### src/rtl/prio_arb_pkg.sv
// prio_arb_pkg: shared types and helpers for the priority grant arbiter.
// Holds the FSM state encoding and a lowest-set-index search.
package prio_arb_pkg;

   typedef enum logic [1:0] {
      IDLE  = 2'd0,
      GRANT = 2'd1,
      GAP   = 2'd2
   } state_t;

   // Widest requester vector the helper accepts; callers zero-extend.
   localparam int MAX_N = 32;
   localparam int MAX_W = 5;

   // Lowest set index of v; 0 when v is all-zero.
   function automatic logic [MAX_W-1:0] find_first(
      input logic [MAX_N-1:0] v
   );
      logic [MAX_W-1:0] idx;
      idx = '0;
      for (int i = MAX_N - 1; i >= 0; i--) begin
         if (v[i]) idx = MAX_W'(i);
      end
      return idx;
   endfunction

endpackage

### src/rtl/prio_pick.sv
// prio_pick: combinational winner select for the grant arbiter.
// Ports: req, age (per requester) in; win_valid, win_idx out.
module prio_pick
   import prio_arb_pkg::*;
#(
   parameter int N       = 4,
   parameter int AGE_MAX = 7,
   parameter int W       = $clog2(N),
   parameter int AW      = $clog2(AGE_MAX + 1)
) (
   input  logic [N-1:0]         req,
   input  logic [N-1:0][AW-1:0] age,
   output logic                 win_valid,
   output logic [W-1:0]         win_idx
);

   logic [N-1:0] promoted;

   always_comb begin
      promoted = '0;
      for (int i = 0; i < N; i++) begin
         promoted[i] = req[i] && (age[i] == AW'(AGE_MAX));
      end
   end

   // A saturated age lifts a requester above fixed priority.
   always_comb begin
      win_valid = |req;
      if (|promoted) begin
         win_idx = W'(find_first(MAX_N'(promoted)));
      end else begin
         win_idx = W'(find_first(MAX_N'(req)));
      end
   end

endmodule

### src/rtl/prio_grant_arbiter.sv
// prio_grant_arbiter: fixed-priority arbiter with aging, bounded hold,
// preemption and a one-cycle dead turnaround between owners.
// Ports: clk, rst_n, req[N] in; gnt[N], gnt_valid, gnt_idx, revoke out.
module prio_grant_arbiter
   import prio_arb_pkg::*;
#(
   parameter int N        = 4,
   parameter int AGE_MAX  = 7,
   parameter int HOLD_MAX = 8,
   parameter int W        = $clog2(N)
) (
   input  logic         clk,
   input  logic         rst_n,
   input  logic [N-1:0] req,
   output logic [N-1:0] gnt,
   output logic         gnt_valid,
   output logic [W-1:0] gnt_idx,
   output logic         revoke
);

   localparam int AW = $clog2(AGE_MAX + 1);
   localparam int HW = $clog2(HOLD_MAX + 1);

   state_t               state_q, state_d;
   logic [N-1:0]         gnt_q, gnt_d;
   logic                 gnt_valid_q, gnt_valid_d;
   logic [W-1:0]         gnt_idx_q, gnt_idx_d;
   logic                 revoke_q, revoke_d;
   logic [HW-1:0]        hold_q, hold_d;
   logic [N-1:0][AW-1:0] age_q, age_d;

   logic                 win_valid;
   logic [W-1:0]         win_idx;
   logic                 grant_now;
   logic                 rival;

   prio_pick #(
      .N       (N),
      .AGE_MAX (AGE_MAX),
      .W       (W),
      .AW      (AW)
   ) u_pick (
      .req       (req),
      .age       (age_q),
      .win_valid (win_valid),
      .win_idx   (win_idx)
   );

   // gnt_q is one-hot on the owner, so this is "someone else waits".
   assign rival = |(req & ~gnt_q);

   always_comb begin
      state_d     = state_q;
      gnt_d       = gnt_q;
      gnt_valid_d = gnt_valid_q;
      gnt_idx_d   = gnt_idx_q;
      revoke_d    = 1'b0;
      hold_d      = hold_q;
      grant_now   = 1'b0;
      unique case (state_q)
         IDLE, GAP: begin
            gnt_d       = '0;
            gnt_valid_d = 1'b0;
            gnt_idx_d   = '0;
            hold_d      = '0;
            state_d     = IDLE;
            if (win_valid) begin
               grant_now      = 1'b1;
               state_d        = GRANT;
               gnt_d[win_idx] = 1'b1;
               gnt_valid_d    = 1'b1;
               gnt_idx_d      = win_idx;
            end
         end
         GRANT: begin
            if (!req[gnt_idx_q]
                || (hold_q == HW'(HOLD_MAX - 1) && rival)) begin
               // Release wins over preemption: revoke only if still held.
               revoke_d    = req[gnt_idx_q];
               state_d     = GAP;
               gnt_d       = '0;
               gnt_valid_d = 1'b0;
               gnt_idx_d   = '0;
            end else if (hold_q != HW'(HOLD_MAX)) begin
               hold_d = hold_q + HW'(1);
            end
         end
         default: state_d = IDLE;
      endcase
   end

   always_comb begin
      age_d = age_q;
      for (int i = 0; i < N; i++) begin
         if (!req[i]
             || (grant_now && win_idx == W'(i))
             || (state_q == GRANT && gnt_q[i])) begin
            age_d[i] = '0;
         end else if (age_q[i] != AW'(AGE_MAX)) begin
            age_d[i] = age_q[i] + AW'(1);
         end
      end
   end

   always_ff @(posedge clk or negedge rst_n) begin
      if (!rst_n) begin
         state_q     <= IDLE;
         gnt_q       <= '0;
         gnt_valid_q <= 1'b0;
         gnt_idx_q   <= '0;
         revoke_q    <= 1'b0;
         hold_q      <= '0;
         age_q       <= '0;
      end else begin
         state_q     <= state_d;
         gnt_q       <= gnt_d;
         gnt_valid_q <= gnt_valid_d;
         gnt_idx_q   <= gnt_idx_d;
         revoke_q    <= revoke_d;
         hold_q      <= hold_d;
         age_q       <= age_d;
      end
   end

   assign gnt       = gnt_q;
   assign gnt_valid = gnt_valid_q;
   assign gnt_idx   = gnt_idx_q;
   assign revoke    = revoke_q;

endmodule

### config.mk
export PLATFORM = sky130hd
export DESIGN_NAME = prio_grant_arbiter
export DESIGN_NICKNAME = d
export VERILOG_FILES = /design/src/rtl/prio_arb_pkg.sv /design/src/rtl/prio_pick.sv /design/src/rtl/prio_grant_arbiter.sv
export SDC_FILE = /design/constraint.sdc
export NUM_CORES = 1
export LEC_CHECK = 0
export CORE_ASPECT_RATIO = 1.4
export CORE_MARGIN = 2
export CORE_UTILIZATION = 40
export CTS_BUF_LIST = sky130_fd_sc_hd__clkbuf_8 sky130_fd_sc_hd__clkbuf_16
export DETAILED_ROUTE_END_ITERATION = 8
export GPL_TIMING_DRIVEN = 0
export MAX_ROUTING_LAYER = met4
export SYNTH_ARGS = -nofsm -noshare
export SYNTH_HDL_FRONTEND = slang
export SYNTH_HIERARCHICAL = 1
export SYNTH_SLANG_ARGS = --single-unit
### constraint.sdc
create_clock -name clk -period 4.6 [get_ports clk]
set_input_delay 1.38 -clock clk [delete_from_list [all_inputs] [get_ports clk]]
set_output_delay 1.38 -clock clk [all_outputs]
set_load 0.02 [all_outputs]
==> out/results.txt <==
In the final timing run, aggregate negative setup slack is 0 ns. Uppermost layer routed: met4. The routed design has 2770 um of wire. In this run the worst setup path begins at req[3].

Setup-violating endpoint count in the final report: 0. The count of standard-cell rows was 25; the internal power of the cells was 472 uW. The number of buffers added by the clock tree synthesis step was 3; the number of pins exceeding their max-slew limit in the final report was 0. The flow ran to the end, and the final reports show no timing, DRC or antenna violations.

The run gives 0.162 as the clock group share of total power. The clock reaches the later pin of the worst-skew pair after 0.26 ns. The switching share of power is 0.379, and the met3 wire length is 49 um.

Among all stages on the critical path, the largest delay is contributed by clkdlybuf4s50_1. The synthesis-to-layout area growth works out to 15.9%. For the pin with the worst max-slew slack, the measured transition is 1.17 ns. The critical path runs through a total of 6 cells. TritonCTS built the clock tree.

The synthesized-area fraction occupied by xor and xnor cells was 0.0315; the number of design-rule violations left by the first detailed-router iteration was 8. The count of H-tree levels built during CTS was 1. The final hold violation count was 0.

The top-area cell type share of the netlist area is 0.468, and the number of buffers inserted by port buffering is 13. The die area came out at 3970 um2. The relative max-transition margin is 0.215. Hold timing on the final database bottoms out at a slack of 0.484 ns.

Ranked by total cell area, the synthesized netlist is headed by dfrtp_1 47%, ha_1 9.0%, mux2i_1 6.5%. Among cell families on the critical path, the largest total delay comes from compound AO/OA/AOI/OAI gates. Entering global routing, the biggest net connects 27 pins.

Along the worst path, the maximum fanout reaches 7. Gates resized during post-CTS repair numbered 0. In this run the cell area of the synthesized design comes to 1390 um2. Counting distinct cell types in the post-synthesis netlist gives 34.

Walking the worst path, the cells encountered are clkdlybuf4s50_1 > nand4_1 > a31oi_1 > nand2_1 > o211ai_1 > nor2_1. The tools report the final setup skew as 0.00224 ns. The fraction of layout instances using a drive strength above 1 was 0.0483. The most common cell in the netlist is dfrtp_1. The proportion of synthesized area in mux cells came out at 0.0810. The logs give 0.446 for the sequential group share of total power and 0 for the total of max-cap violations. The required time at the worst-slack endpoint was 4.74 ns. The largest family of logic cells by synthesized area was simple AND/OR/NAND/NOR gates. No sink is reached through more buffers than the 2 on the longest clock path. The number of global-route vias before repair was 1123; the count of antenna-violating nets left after detailed routing was 0. 0 antenna diodes ended up in the layout. STA classifies the critical path startpoint as an input pin. The commonest cells after synthesis are 26 x dfrtp_1, 19 x nor2_1, 10 x ha_1. The worst path needs 3.15 ns of the cycle, external delays included. The logs give 2 for the number of optimization iterations in the first detailed-route pass and 0.000735 uW for the leakage power.

Type of the worst setup path: input pin to register. Routability-driven placement finished with a final weighted congestion of 0.848. The power density normalized to cell area was 471 nW/um2.

The final layout contains 163 nets. In the routed design, unresolved DRC markers number 0. Setup repair after global routing left no endpoint under its margin.

The most used flip-flop cell after synthesis is dfrtp_1. The clock transition at the registers of the reported paths is 0.08 ns. The synthesized design contains 0 enable-type register cells.

The tools report the reg-to-reg critical path startpoint as age_q[9]$_DFFE_PN0P_. Using the TritonRoute via totals, the vias-per-cell ratio works out to 5.59. The number of clock sinks is 26. The share of async-settable or async-resettable flops after synthesis was 1.00; the net count of the mapped netlist was 145. After clock tree synthesis, the flow added hold-fix buffers numbering 0. The total routing usage reported by global routing is 0.172, and the initial core utilization is 0.415. The routed design uses 1480 um of met2 wire. Combinational group share of total power: 0.392.

After detailed routing, the wire length on met1 is 1190 um. The startpoint identified for the worst hold timing path is gnt_valid$_DFFE_PN0P_. The post-synthesis average cell area was 10.8 um2; the compound-gate portion of the synthesized area was 0.151.

The worst hold path stage count was 1; the power after layout was 760 uW. The floorplan die width is 53.8 um, and the total grt overflow is 0. The share of the cycle needed by the critical path after routing works out to 0.684. Register bit total from synthesis: 26.

The count of mapped cells out of synthesis is 129, and the post-synthesis share of cell area spent on and, or, nand and nor gates is 0.159. The fill cell instance count of the final layout came out at 311. The worst-case IR drop observed on VDD is 0.223 mV. The initial antenna violation count is 0, and the final routed wire length divided by cell count is 15.0 um. For the worst setup path, the data arrival time is 3.29 ns. The final HPWL from detailed placement was 2170 um.

In this run the clock root is driven by a clkbuf_8. The adder-cell share of the synthesized area works out to 0.0900. STA classifies the critical path endpoint as a register. The final route contains 1035 vias.

The first global-routing pass estimated 4890 um of wire. The number of buffer and inverter instances along the worst setup path was 1; the die span in y was 73.8 um. Summed over all instances, the cell type with the most area after synthesis is dfrtp_1. The timing-limited maximum frequency is 318 MHz, and the share of the core filled with cells is 0.481. For the floorplan core area, the log shows 3350 um2.

The logs give 6 for the number of warnings issued by yosys and 1.20 ns for the worst setup timing slack at the placement stage. Counting cells, the worst reg-to-reg path comes to 5. Once the clock tree was built, the setup fixing pass inserted 0 buffers. The I/O pin total was 14. The delay of the slowest critical-path stage came out at 0.63 ns. Share of the yosys chip area belonging to registers: 0.468. The tightest min-delay check is of the register to register type. In the post-route analysis, the smallest setup slack over all paths is 1.45 ns. Summed over all nets, the switching power comes to 288 uW.
==> placed cells by master (no fill, tap or decap), types with 3 or more instances in the layout <==
master,n
clkbuf_8,3
nor2b_1,5
a22o_1,3
nor2_1,19
ha_1,10
xor2_1,4
mux2i_1,9
inv_1,6
nand3_1,3
a31oi_1,3
nand4_1,5
clkdlybuf4s50_1,13
o211ai_1,3
dfrtp_1,26
nand2_1,9
==> final timing paths <==
path	to	slack (ns)
setup / recovery	age_q[8]$_DFFE_PN0P_	1.45
hold / removal	gnt_valid$_DFFE_PN0P_	0.48
setup reg to reg	age_q[8]$_DFFE_PN0P_	2.84
hold reg to reg	gnt_valid$_DFFE_PN0P_	0.48
max in group asynchronous	gnt_valid$_DFFE_PN0P_	2.17
min in group asynchronous	age_q[2]$_DFFE_PN0P_	1.74
==> routing by layer <==
layer / GRT usage / up-vias
met5: - / -
met4: 0.0684 / 0
met3: 0.0183 / 6
met2: 0.289 / 13
met1: 0.207 / 516
li1: - / 500
==> sequential cells by signal, summed over array words and instances (netlist names) <==
name	cells
state_q	2
gnt_valid	1
revoke	1
gnt	4
gnt_idx	2
age_q	12
hold_q	4
==> metrics by stage <==
stage	instances	instance area (um2)
after detailed placement	182	1570
after CTS	185	1610
after global placement	182	1570
final	185	1610
after floorplan	129	1390
after global routing	185	1610
==> power groups by stage <==
| stage | combinational (uW) | sequential (uW) | clock (uW) |
|---|---|---|---|
| after floorplan | 180 | 354 | 0 |
| after global placement | 288 | 339 | 0 |
| after detailed placement | 300 | 344 | 0 |
| after CTS | 302 | 340 | 129 |
| after global routing | 327 | 349 | 138 |
| final | 298 | 339 | 123 |
==> cells by family after synthesis <==
family,after synthesis
and+or+nand+nor,47
DFF,26
AOI/OAI and AO/OA,24
muxes,10
adders and majority gates,10
buffers and inverters,7
xor gates and xnor gates,5
==> final cells by class <==
class / instances / area, um2 / area share
buffer: 1 / 3.75 / 0.00233
clock buffer: 3 / 41.3 / 0.0256
inverter: 6 / 22.5 / 0.0140
multi-input combinational: 96 / 713 / 0.443
sequential: 26 / 651 / 0.404
tap: 40 / 50.0 / 0.0311
timing repair buffer: 13 / 130 / 0.0807
(Power assumes the default switching activity.)
